## src/rtl/risc16_pkg.sv

```systemverilog
// risc16_pkg
//   Shared constants for the 16-bit RISC core: 4-bit opcode values,
//   control_unit state codes and PC unit command codes.
//   Also holds the small opcode classification helpers used by the
//   sequencer when it decides on register writeback and PC update.
//   No ports (package).
package risc16_pkg;

    // Opcodes (upper four bits of the decoded aluop).
    localparam logic [3:0] OP_ADD   = 4'd0;
    localparam logic [3:0] OP_SUB   = 4'd1;
    localparam logic [3:0] OP_AND   = 4'd2;
    localparam logic [3:0] OP_OR    = 4'd3;
    localparam logic [3:0] OP_XOR   = 4'd4;
    localparam logic [3:0] OP_NOT   = 4'd5;
    localparam logic [3:0] OP_RSV6  = 4'd6;
    localparam logic [3:0] OP_RSV7  = 4'd7;
    localparam logic [3:0] OP_SHL   = 4'd8;
    localparam logic [3:0] OP_SHR   = 4'd9;
    localparam logic [3:0] OP_CMP   = 4'd10;
    localparam logic [3:0] OP_LDI   = 4'd11;
    localparam logic [3:0] OP_JMPA  = 4'd12;
    localparam logic [3:0] OP_JMPR  = 4'd13;
    localparam logic [3:0] OP_MEM   = 4'd14;  // LDM (lsb 0) / STM (lsb 1)
    localparam logic [3:0] OP_RSV15 = 4'd15;

    // Sequencer state codes, visible on O_state.
    typedef enum logic [3:0] {
        S_RESET     = 4'd0,
        S_FETCH     = 4'd1,
        S_DECODE    = 4'd2,
        S_REGREAD   = 4'd3,
        S_ALU       = 4'd4,
        S_MEM       = 4'd5,
        S_WRITEBACK = 4'd6,
        S_FAULT     = 4'd7
    } cu_state_t;

    // PC unit commands.
    localparam logic [1:0] PC_OP_HOLD   = 2'b00;
    localparam logic [1:0] PC_OP_INC    = 2'b01;
    localparam logic [1:0] PC_OP_BRANCH = 2'b10;
    localparam logic [1:0] PC_OP_RESET  = 2'b11;

    // Reserved opcodes execute as no-ops.
    function automatic logic op_is_nop(input logic [3:0] opc);
        return (opc == OP_RSV6) || (opc == OP_RSV7) || (opc == OP_RSV15);
    endfunction

    // True when the instruction writes a result into the register file.
    // Jumps, stores and no-ops leave the register file untouched.
    function automatic logic op_writes_reg(input logic [4:0] aluop);
        logic [3:0] opc;
        opc = aluop[4:1];
        if (op_is_nop(opc))                      return 1'b0;
        if (opc == OP_JMPA || opc == OP_JMPR)    return 1'b0;
        if (opc == OP_MEM && aluop[0])           return 1'b0;
        return 1'b1;
    endfunction

endpackage

```

## src/rtl/mem_wait_timer.sv

```systemverilog
// mem_wait_timer
//   Counts cycles spent waiting for the memory handshake and flags when the
//   wait budget is used up. Shared by the FETCH and MEM wait states.
// Ports
//   clk      in   1  clock, rising edge
//   rst      in   1  synchronous active-high reset, clears the count
//   clear    in   1  hold count at zero (asserted outside the wait states)
//   count    in   1  one more wait cycle elapses at this edge
//   expired  out  1  this edge would bring the count to TIMEOUT
module mem_wait_timer #(
    parameter int unsigned TIMEOUT = 255,
    parameter int unsigned W       = 16
) (
    input  logic clk,
    input  logic rst,
    input  logic clear,
    input  logic count,
    output logic expired
);

    localparam logic [W-1:0] LAST = W'(TIMEOUT - 1);

    logic [W-1:0] cnt;

    always_ff @(posedge clk) begin
        if (rst || clear) begin
            cnt <= '0;
        end else if (count) begin
            cnt <= cnt + 1'b1;
        end
    end

    // Looks one edge ahead so the FSM can leave for FAULT on the same edge
    // the count reaches TIMEOUT; the FSM gives ready priority over this.
    assign expired = count && (cnt == LAST);

endmodule

```

## src/rtl/control_unit.sv

```systemverilog
// control_unit
//   Multi-cycle sequencer for the 16-bit RISC core. Walks each instruction
//   through FETCH, DECODE, REGREAD, ALU, optional MEM and WRITEBACK and raises
//   one-cycle stage enables. Memory waits are bounded by MEM_TIMEOUT; running
//   out leaves the core parked in FAULT until reset.
// Ports
//   I_clk          in   1  core clock
//   I_rst          in   1  synchronous active-high reset
//   I_aluop        in   5  {opcode, op_lsb} from decoder, valid in REGREAD
//   I_shldBranch   in   1  branch flag from alu, valid at the edge ending ALU
//   I_mem_ready    in   1  memory access completes this cycle
//   O_en_fetch     out  1  fetch enable
//   O_en_decode    out  1  decoder enable
//   O_en_regread   out  1  regfile read enable
//   O_en_alu       out  1  alu enable
//   O_en_regwrite  out  1  regfile write enable
//   O_mem_req      out  1  memory request, held until I_mem_ready
//   O_mem_we       out  1  memory write strobe
//   O_pc_op        out  2  PC command (hold/inc/branch/reset)
//   O_state        out  4  current state code
//   O_fault        out  1  memory-timeout fault
//
// Handshake: in FETCH and MEM the request is held high every cycle until a
// cycle in which I_mem_ready is 1; the access completes at the rising edge
// ending that cycle and the sequencer advances on that same edge.
module control_unit
    import risc16_pkg::*;
#(
    parameter int unsigned MEM_TIMEOUT = 255,
    parameter int unsigned TMR_W       = 16
) (
    input  logic       I_clk,
    input  logic       I_rst,
    input  logic [4:0] I_aluop,
    input  logic       I_shldBranch,
    input  logic       I_mem_ready,
    output logic       O_en_fetch,
    output logic       O_en_decode,
    output logic       O_en_regread,
    output logic       O_en_alu,
    output logic       O_en_regwrite,
    output logic       O_mem_req,
    output logic       O_mem_we,
    output logic [1:0] O_pc_op,
    output logic [3:0] O_state,
    output logic       O_fault
);

    cu_state_t  state;
    cu_state_t  state_next;
    logic [4:0] r_op;
    logic       r_branch;
    logic       in_wait;
    logic       wait_expired;

    assign in_wait = (state == S_FETCH) || (state == S_MEM);

    // Held clear outside the wait states, so it always starts a wait at zero.
    mem_wait_timer #(
        .TIMEOUT (MEM_TIMEOUT),
        .W       (TMR_W)
    ) u_wait_timer (
        .clk     (I_clk),
        .rst     (I_rst),
        .clear   (!in_wait),
        .count   (in_wait && !I_mem_ready),
        .expired (wait_expired)
    );

    // State register.
    always_ff @(posedge I_clk) begin
        if (I_rst) begin
            state <= S_RESET;
        end else begin
            state <= state_next;
        end
    end

    // Instruction context: opcode captured leaving REGREAD, branch flag
    // captured leaving ALU, both used later in the instruction.
    always_ff @(posedge I_clk) begin
        if (I_rst) begin
            r_op     <= '0;
            r_branch <= 1'b0;
        end else begin
            if (state == S_REGREAD) begin
                r_op <= I_aluop;
            end
            if (state == S_ALU) begin
                r_branch <= I_shldBranch;
            end
        end
    end

    // Next-state logic.
    always_comb begin
        state_next = S_FETCH;
        case (state)
            S_FETCH: begin
                if (I_mem_ready)       state_next = S_DECODE;
                else if (wait_expired) state_next = S_FAULT;
                else                   state_next = S_FETCH;
            end
            S_DECODE:    state_next = S_REGREAD;
            S_REGREAD:   state_next = S_ALU;
            S_ALU: begin
                if (r_op[4:1] == OP_MEM) state_next = S_MEM;
                else                     state_next = S_WRITEBACK;
            end
            S_MEM: begin
                if (I_mem_ready)       state_next = S_WRITEBACK;
                else if (wait_expired) state_next = S_FAULT;
                else                   state_next = S_MEM;
            end
            S_WRITEBACK: state_next = S_FETCH;
            S_FAULT:     state_next = S_FAULT;
            default:     state_next = S_FETCH;  // S_RESET and unused codes
        endcase
    end

    // Moore outputs from the state register and latched context only.
    always_comb begin
        O_en_fetch    = 1'b0;
        O_en_decode   = 1'b0;
        O_en_regread  = 1'b0;
        O_en_alu      = 1'b0;
        O_en_regwrite = 1'b0;
        O_mem_req     = 1'b0;
        O_mem_we      = 1'b0;
        O_pc_op       = PC_OP_HOLD;
        O_fault       = 1'b0;
        case (state)
            S_FETCH: begin
                O_en_fetch = 1'b1;
                O_mem_req  = 1'b1;
            end
            S_DECODE:  O_en_decode  = 1'b1;
            S_REGREAD: O_en_regread = 1'b1;
            S_ALU:     O_en_alu     = 1'b1;
            S_MEM: begin
                O_mem_req = 1'b1;
                O_mem_we  = r_op[0];
            end
            S_WRITEBACK: begin
                O_en_regwrite = op_writes_reg(r_op);
                // No-ops always step the PC, whatever the alu flagged.
                if (r_branch && !op_is_nop(r_op[4:1])) O_pc_op = PC_OP_BRANCH;
                else                                   O_pc_op = PC_OP_INC;
            end
            S_FAULT: O_fault = 1'b1;
            default: O_pc_op = PC_OP_RESET;  // S_RESET and unused codes
        endcase
    end

    assign O_state = state;

endmodule

```

## config.mk

```make
export PLATFORM = sky130hd
export DESIGN_NAME = control_unit
export DESIGN_NICKNAME = d
export VERILOG_FILES = /design/src/rtl/risc16_pkg.sv /design/src/rtl/mem_wait_timer.sv /design/src/rtl/control_unit.sv
export SDC_FILE = /design/constraint.sdc
export NUM_CORES = 1
export LEC_CHECK = 0
export CORE_MARGIN = 10
export CORE_UTILIZATION = 40
export CTS_BUF_LIST = sky130_fd_sc_hd__clkbuf_16
export DETAILED_ROUTE_END_ITERATION = 8
export GPL_ROUTABILITY_DRIVEN = 0
export SETUP_SLACK_MARGIN = 0.05
export SYNTH_ARGS = -nofsm -noshare
export SYNTH_HDL_FRONTEND = slang
export SYNTH_SLANG_ARGS = --single-unit
```

## constraint.sdc

```tcl
create_clock -name I_clk -period 2.4 [get_ports I_clk]
set_clock_uncertainty 0.2 [all_clocks]
set_input_delay 0.48 -clock I_clk [delete_from_list [all_inputs] [get_ports I_clk]]
set_output_delay 0.48 -clock I_clk [all_outputs]
set_load 0.05 [all_outputs]
```

==> results.py <==
metrics = {
    "status": {
        "status": "finished, final reports clean",
    },
    "placement": {
        "hpwl_mm": 2.31,
        "io_buffers": 21,
        "dp_cells": 216,
        "place_area_um2": 1650,
    },
    "cts": {
        "clkSlewWorstSetupHoldPaths_ns": 0.06,
        "cts_buffers": 3,
        "root_buffer": "clkbuf_16",
        "cts_buffer_depth": 2,
        "clk_latency_ns": 0.26,
        "clock_sinks": 25,
        "cts_hold_buf": 0,
        "tritoncts": "built",
        "h-tree-depth": 1,
        "ctsResizeCount": 1,
        "cts_setup_buffers": 0,
    },
    "drt": {
        "drt_iter0_drc": 43,
        "viasPerCell": 5.12,
        "antenna_left": 0,
        "via_count": 1127,
        "dr.pass1.iters": 4,
        "drc": 0,
        "drt_wl_total_mm": 2.95,
        "avgRoutedWirePerCell_um": 13.4,
    },
    "die": {
        "io_pins": 23,
        "die_w_um": 76.8,
        "dieArea_um2": 5910,
        "start_util_pct": 42.0,
        "die_h_um": 76.8,
        "row_count": 20,
        "core-area_um2": 3080,
    },
    "setup_path": {
        "crit_type": "flip-flop to output pin",
        "critPathMaxFanout": 11,
        "required_ns": 1.72,
        "critPathLaunchType": "flip-flop",
        "end_kind": "output pin",
        "worstPathArrival_ns": 1.51,
    },
    "sta": {
        "finalHoldViolCount": 0,
        "fin_crit_ns": 2.19,
        "maxSlewHeadroom_pct": 63.8,
        "max_freq_mhz": 457,
        "tightest_slew_ns": 0.543,
        "rsz0062_at_grt": "false",
        "drv_slew": 0,
        "setup_viol_count_final": 0,
        "period_share_pct": 91.1,
    },
    "synth": {
        "syn_area_um2": 1290,
        "async_flop_share_pct": 0,
        "syn_avg_cell_area_um2": 8.39,
        "synth.largest_area_cell": "dfxtp_1",
        "synth-main-ff-cell": "dfxtp_1",
        "synth_edf_count": 0,
        "ys_seq_elements": 25,
        "synth_cell_type_count": 38,
        "yosysWarnings": 0,
        "synth.top_cell.area_share_pct": 38.7,
        "syn_nets": 165,
        "synthCells": 154,
        "ys_top_cells_by_area": "dfxtp_1, nor2_1, xor2_1",
        "ys_seq_area_share_pct": 38.7,
    },
    "global_route": {
        "grtUsageTotal_pct": 10.7,
        "grt_pass1_vias": 1086,
        "grt_pass1_wl_mm": 5.19,
        "overflow": 0,
        "grt_max_degree": 17,
        "antenna_found_initial": 0,
    },
    "cells_and_area": {
        "fin_nets": 188,
        "fillers": 272,
        "final_cells": 220,
        "area_growth_pct": 34.0,
        "antenna_cells": 0,
        "drive_gt1_share_pct": 20.5,
        "final_area_um2": 1730,
    },
    "worst_hold_path": {
        "hp-class": "flip-flop to flip-flop",
    },
    "pwr": {
        "peakVddDrop_mv": 0.452,
        "leakage_nw": 0.683,
        "power.density_nw_per_um2": 546,
        "power_mw": 0.945,
    },
    "job": {
        "maxCapViolCount": 0,
    },
}
## placed cells by master, fill, tap and decap left out, types with 2 or more instances in the layout
cell type / count
a21oi_1: 11
a31oi_1: 2
and2_1: 2
and3_1: 4
buf_12: 9
buf_4: 10
clkbuf_16: 3
clkdlybuf4s50_1: 8
dfxtp_1: 22
dfxtp_2: 3
ha_1: 2
inv_1: 5
mux2i_1: 5
nand2_1: 8
nand2b_1: 2
nand3_1: 4
nand3_4: 2
nand4_1: 7
nor2_1: 22
nor3_1: 2
nor3_2: 2
o21ai_0: 4
o31ai_1: 4
or2_2: 2
or3_1: 2
or4_1: 4
xor2_1: 9
## per-stage QoR
stage / worst slack, ns / util (%) / setup TNS [ns] / hold slack, ns
after detailed placement: -0.00441 / 53.5 / -0.00441 / 0.263
after floorplan: -0.256 / - / -0.746 / 0.233
final: 0.213 / 56.3 / 0 / 0.269
after global placement: 0.0438 / 53.5 / 0 / 0.254
after CTS: 0.117 / 56.2 / 0 / 0.272
after global routing: 0.102 / 56.3 / 0 / 0.286
## flip-flops by register name (all words and copies together), names as in the netlist
name,flops
r_branch,1
r_op,5
u_wait_timer.cnt,16
O_state,3
## cells by family (layout without fill, tap and decap cells)
logic type                 after synthesis  in the layout  synth area share [%]
DFF                                     25             25                  38.7
muxes                                    5              5                  3.87
adders and majority gates                2              2                  1.94
buffers and inverters                   15             37                  5.61
other                                    1              1                 0.290
xor gates and xnor gates                10             10                  6.78
AOI/OAI and AO/OA                       23             23                  10.4
and+or+nand+nor                         73             73                  32.4
## synthesized netlist by cell type (2+ instances only)
cell	number
xor2_1	9
clkbuf_1	5
o31ai_1	4
nand4_1	7
and3_1	4
dfxtp_1	25
or3_1	2
or2_2	2
o21ai_0	4
nand2_1	8
a31oi_1	2
nor3_1	4
nand2b_1	2
a21oi_1	11
nand3_4	2
inv_1	6
mux2i_1	5
ha_1	2
and2_1	2
nor2_1	23
or4_1	4
nand3_1	4
buf_4	2
## final timing paths
path / start / to / slack, ns / cells past startpoint
max: O_state[0]$_SDFF_PP0_ / O_en_regread / 0.21 / 4
min: r_branch$_SDFFE_PP0P_ / r_branch$_SDFFE_PP0P_ / 0.27 / 2
max reg2reg: O_state[0]$_SDFF_PP0_ / u_wait_timer.cnt[15]$_SDFFE_PP0P_ / 0.50 / 4
min reg2reg: r_branch$_SDFFE_PP0P_ / r_branch$_SDFFE_PP0P_ / 0.27 / 2
## final cells by class
class | instances | area (um^2) | area share (%)
Timing Repair Buffer | 27 | 335 | 19.4
Clock buffer | 3 | 75.1 | 4.34
Multi-Input combinational cell | 114 | 732 | 42.3
Inverter | 6 | 22.5 | 1.30
Clock inverter | 1 | 7.51 | 0.434
Tap cell | 44 | 55.1 | 3.18
Sequential cell | 25 | 504 | 29.1
## worst max-delay path, stage by stage, from the launching register on
cell	delay (ns)
dfxtp_2	0.44
inv_1	0.15
or2_2	0.42
inv_2	0.10
buf_12	0.13
## metal layers
layer  global-route usage, %  routed length (um)
met1                    13.3                1440
met2                    15.9                1330
met3                    4.20                 135
met4                    4.46                  48
met5                       0                   0
## power breakdown
| part | leakage, nW | switching (mW) | internal [mW] | total, mW |
|---|---|---|---|---|
| registers | 0.203 | 0.00979 | 0.420 | 0.430 |
| clock network | 0.0371 | 0.152 | 0.226 | 0.379 |
| logic | 0.443 | 0.0757 | 0.0608 | 0.137 |
| total | 0.683 | 0.238 | 0.707 | 0.945 |
Note: power is estimated with default switching activity, not from simulation.
==> RTL edit: new RTL, config.mk and constraints unchanged <==
Change the parameter `TMR_W` from 16 to 18.
--- a/src/rtl/control_unit.sv
+++ b/src/rtl/control_unit.sv
@@ -27,7 +27,7 @@
     import risc16_pkg::*;
 #(
     parameter int unsigned MEM_TIMEOUT = 255,
-    parameter int unsigned TMR_W       = 16
+    parameter int unsigned TMR_W       = 18
 ) (
     input  logic       I_clk,
     input  logic       I_rst,
Formal check against the unedited RTL: same outputs for any inputs over 10 cycles, from zero or initial values and one cycle with I_rst high; that may be too few to reach the edited logic, so the function may still have changed.
==> RTL edit against the unedited design <==
Area after synthesis up 4.3%; die area rose by 3.1%; total power increased by 17%; wire length is 1.7% higher; hold slack improved by 29 ps; cell area grew 4.8%; setup slack worse by 91 ps; final cell count is 6.8% higher; sequential cell count rose by 2; largest power group unchanged.
==> RTL edit: results (changes against the unedited design) <==
Outcome
  – Status: complete, no violations

Hold path
  – Hold wc startpoint: u_wait_timer.cnt[17]
  – WHS Endpoint: u_wait_timer.cnt[17]

Power and ir drop
  – Leakage: 0.000645 uW (-5.6%)
  – Sequential power share: 0.433 (-0.022)
  – P_sw: 311 uW (+31%)
  – Clk pwr share: 0.335 (-0.066)
  – Worst vdd ir: 0.546 mV (+21%)
  – Sequential power: 479 uW (+11%)

Floorplanning
  – Tap cell count: 46 (+4.5%)

Layout
  – Number of non-clock buffers in the layout: 29 (+7.4%)
  – Multi-input comb cells: 123 (+7.9%)
  – Layout non-clock buf frac: 0.194 (+0.000707)
  – Nets: 201 (+6.9%)
  – # fillers: 321 (+18%)
  – Fraction of area in registers: 0.299 (+0.00792)
  – Layout cells sized above 1: 0.180 (-0.0247)

Setup path
  – Crit path to: u_wait_timer.cnt[17]
  – Critical Path Source: I_mem_ready
  – Worst EP arrival: 2270 ps (+760 ps)
  – Max stage delay on crit path: 620 ps (+180 ps)
  – R2R depth: 5 (+1)

Place
  – Dpl hpwl: 2350 um (+2.1%)
  – Area after DPL: 0.00174 mm2 (+5.5%)

Logic synthesis
  – Synth top cells by count: dfxtp_1 (27), nor2_1 (22), a21oi_1 (14)
  – Synth unique cells: 40 (+5.3%)
  – Multiplexer area fraction after synthesis: 0.0297 (-0.00901)
  – Adder-cell area share of the yosys netlist: 0.0186 (-0.000791)
  – Largest cells by area after synthesis: dfxtp_1 (40%), nor2_1 (6.1%), a21oi_1 (5.2%)
  – Synth Area in Compound Gates: 0.133 (+0.0292)
  – Seq/Total Area, Yosys: 0.401 (+0.0139)
  – XOR/XNOR share of the synthesized area: 0.0520 (-0.0158)

Drt
  – Detailed Routing Iterations Pass 1: 5 (+1)
  – Via/cell ratio: 5.10 (-0.40%)
  – Drt total wl: 3010 um (+1.7%)

STA
  – Least-Margin Pin Slew: 502 ps (-40.7 ps)

GRT
  – Vias in the first global route: 1,148 (+5.7%)
## RTL edit: layer usage
| layer | up-vias | part of all wire | track usage |
|---|---|---|---|
| li1 | 624 | - | - |
| met1 | 554 | 0.44 | 0.115 |
| met2 | 19 | 0.51 | 0.175 |
| met3 | 2 | 0.039 | 0.0330 |
| met4 | 0 | 0.0073 | 0.0215 |
| met5 | - | 0 | 0 |
## RTL edit: per-stage QoR
stage                     cells  hold slack (ps)  utilization  setup slack, ps
after floorplan             165              251            -             -275
after global placement      231              267        0.528             -103
after detailed placement    231              277        0.528             -159
after CTS                   235              299        0.552              120
after global routing        235              313        0.553             69.4
final                       235              298        0.553              123
## RTL edit: timing repair
action | 4_1_cts | 5_1_grt
gates resized for setup | 0 | 1
endpoints found under the setup margin | 0 | 1
buffers inserted | 0 | 0
## RTL edit: worst max-delay path, delay by kind of cell
kind / cells / cell delay (ps)
AND/OR/NAND/NOR: 3 / 1220
buffers and inverters: 1 / 420
AO/OA/AOI/OAI: 1 / 150
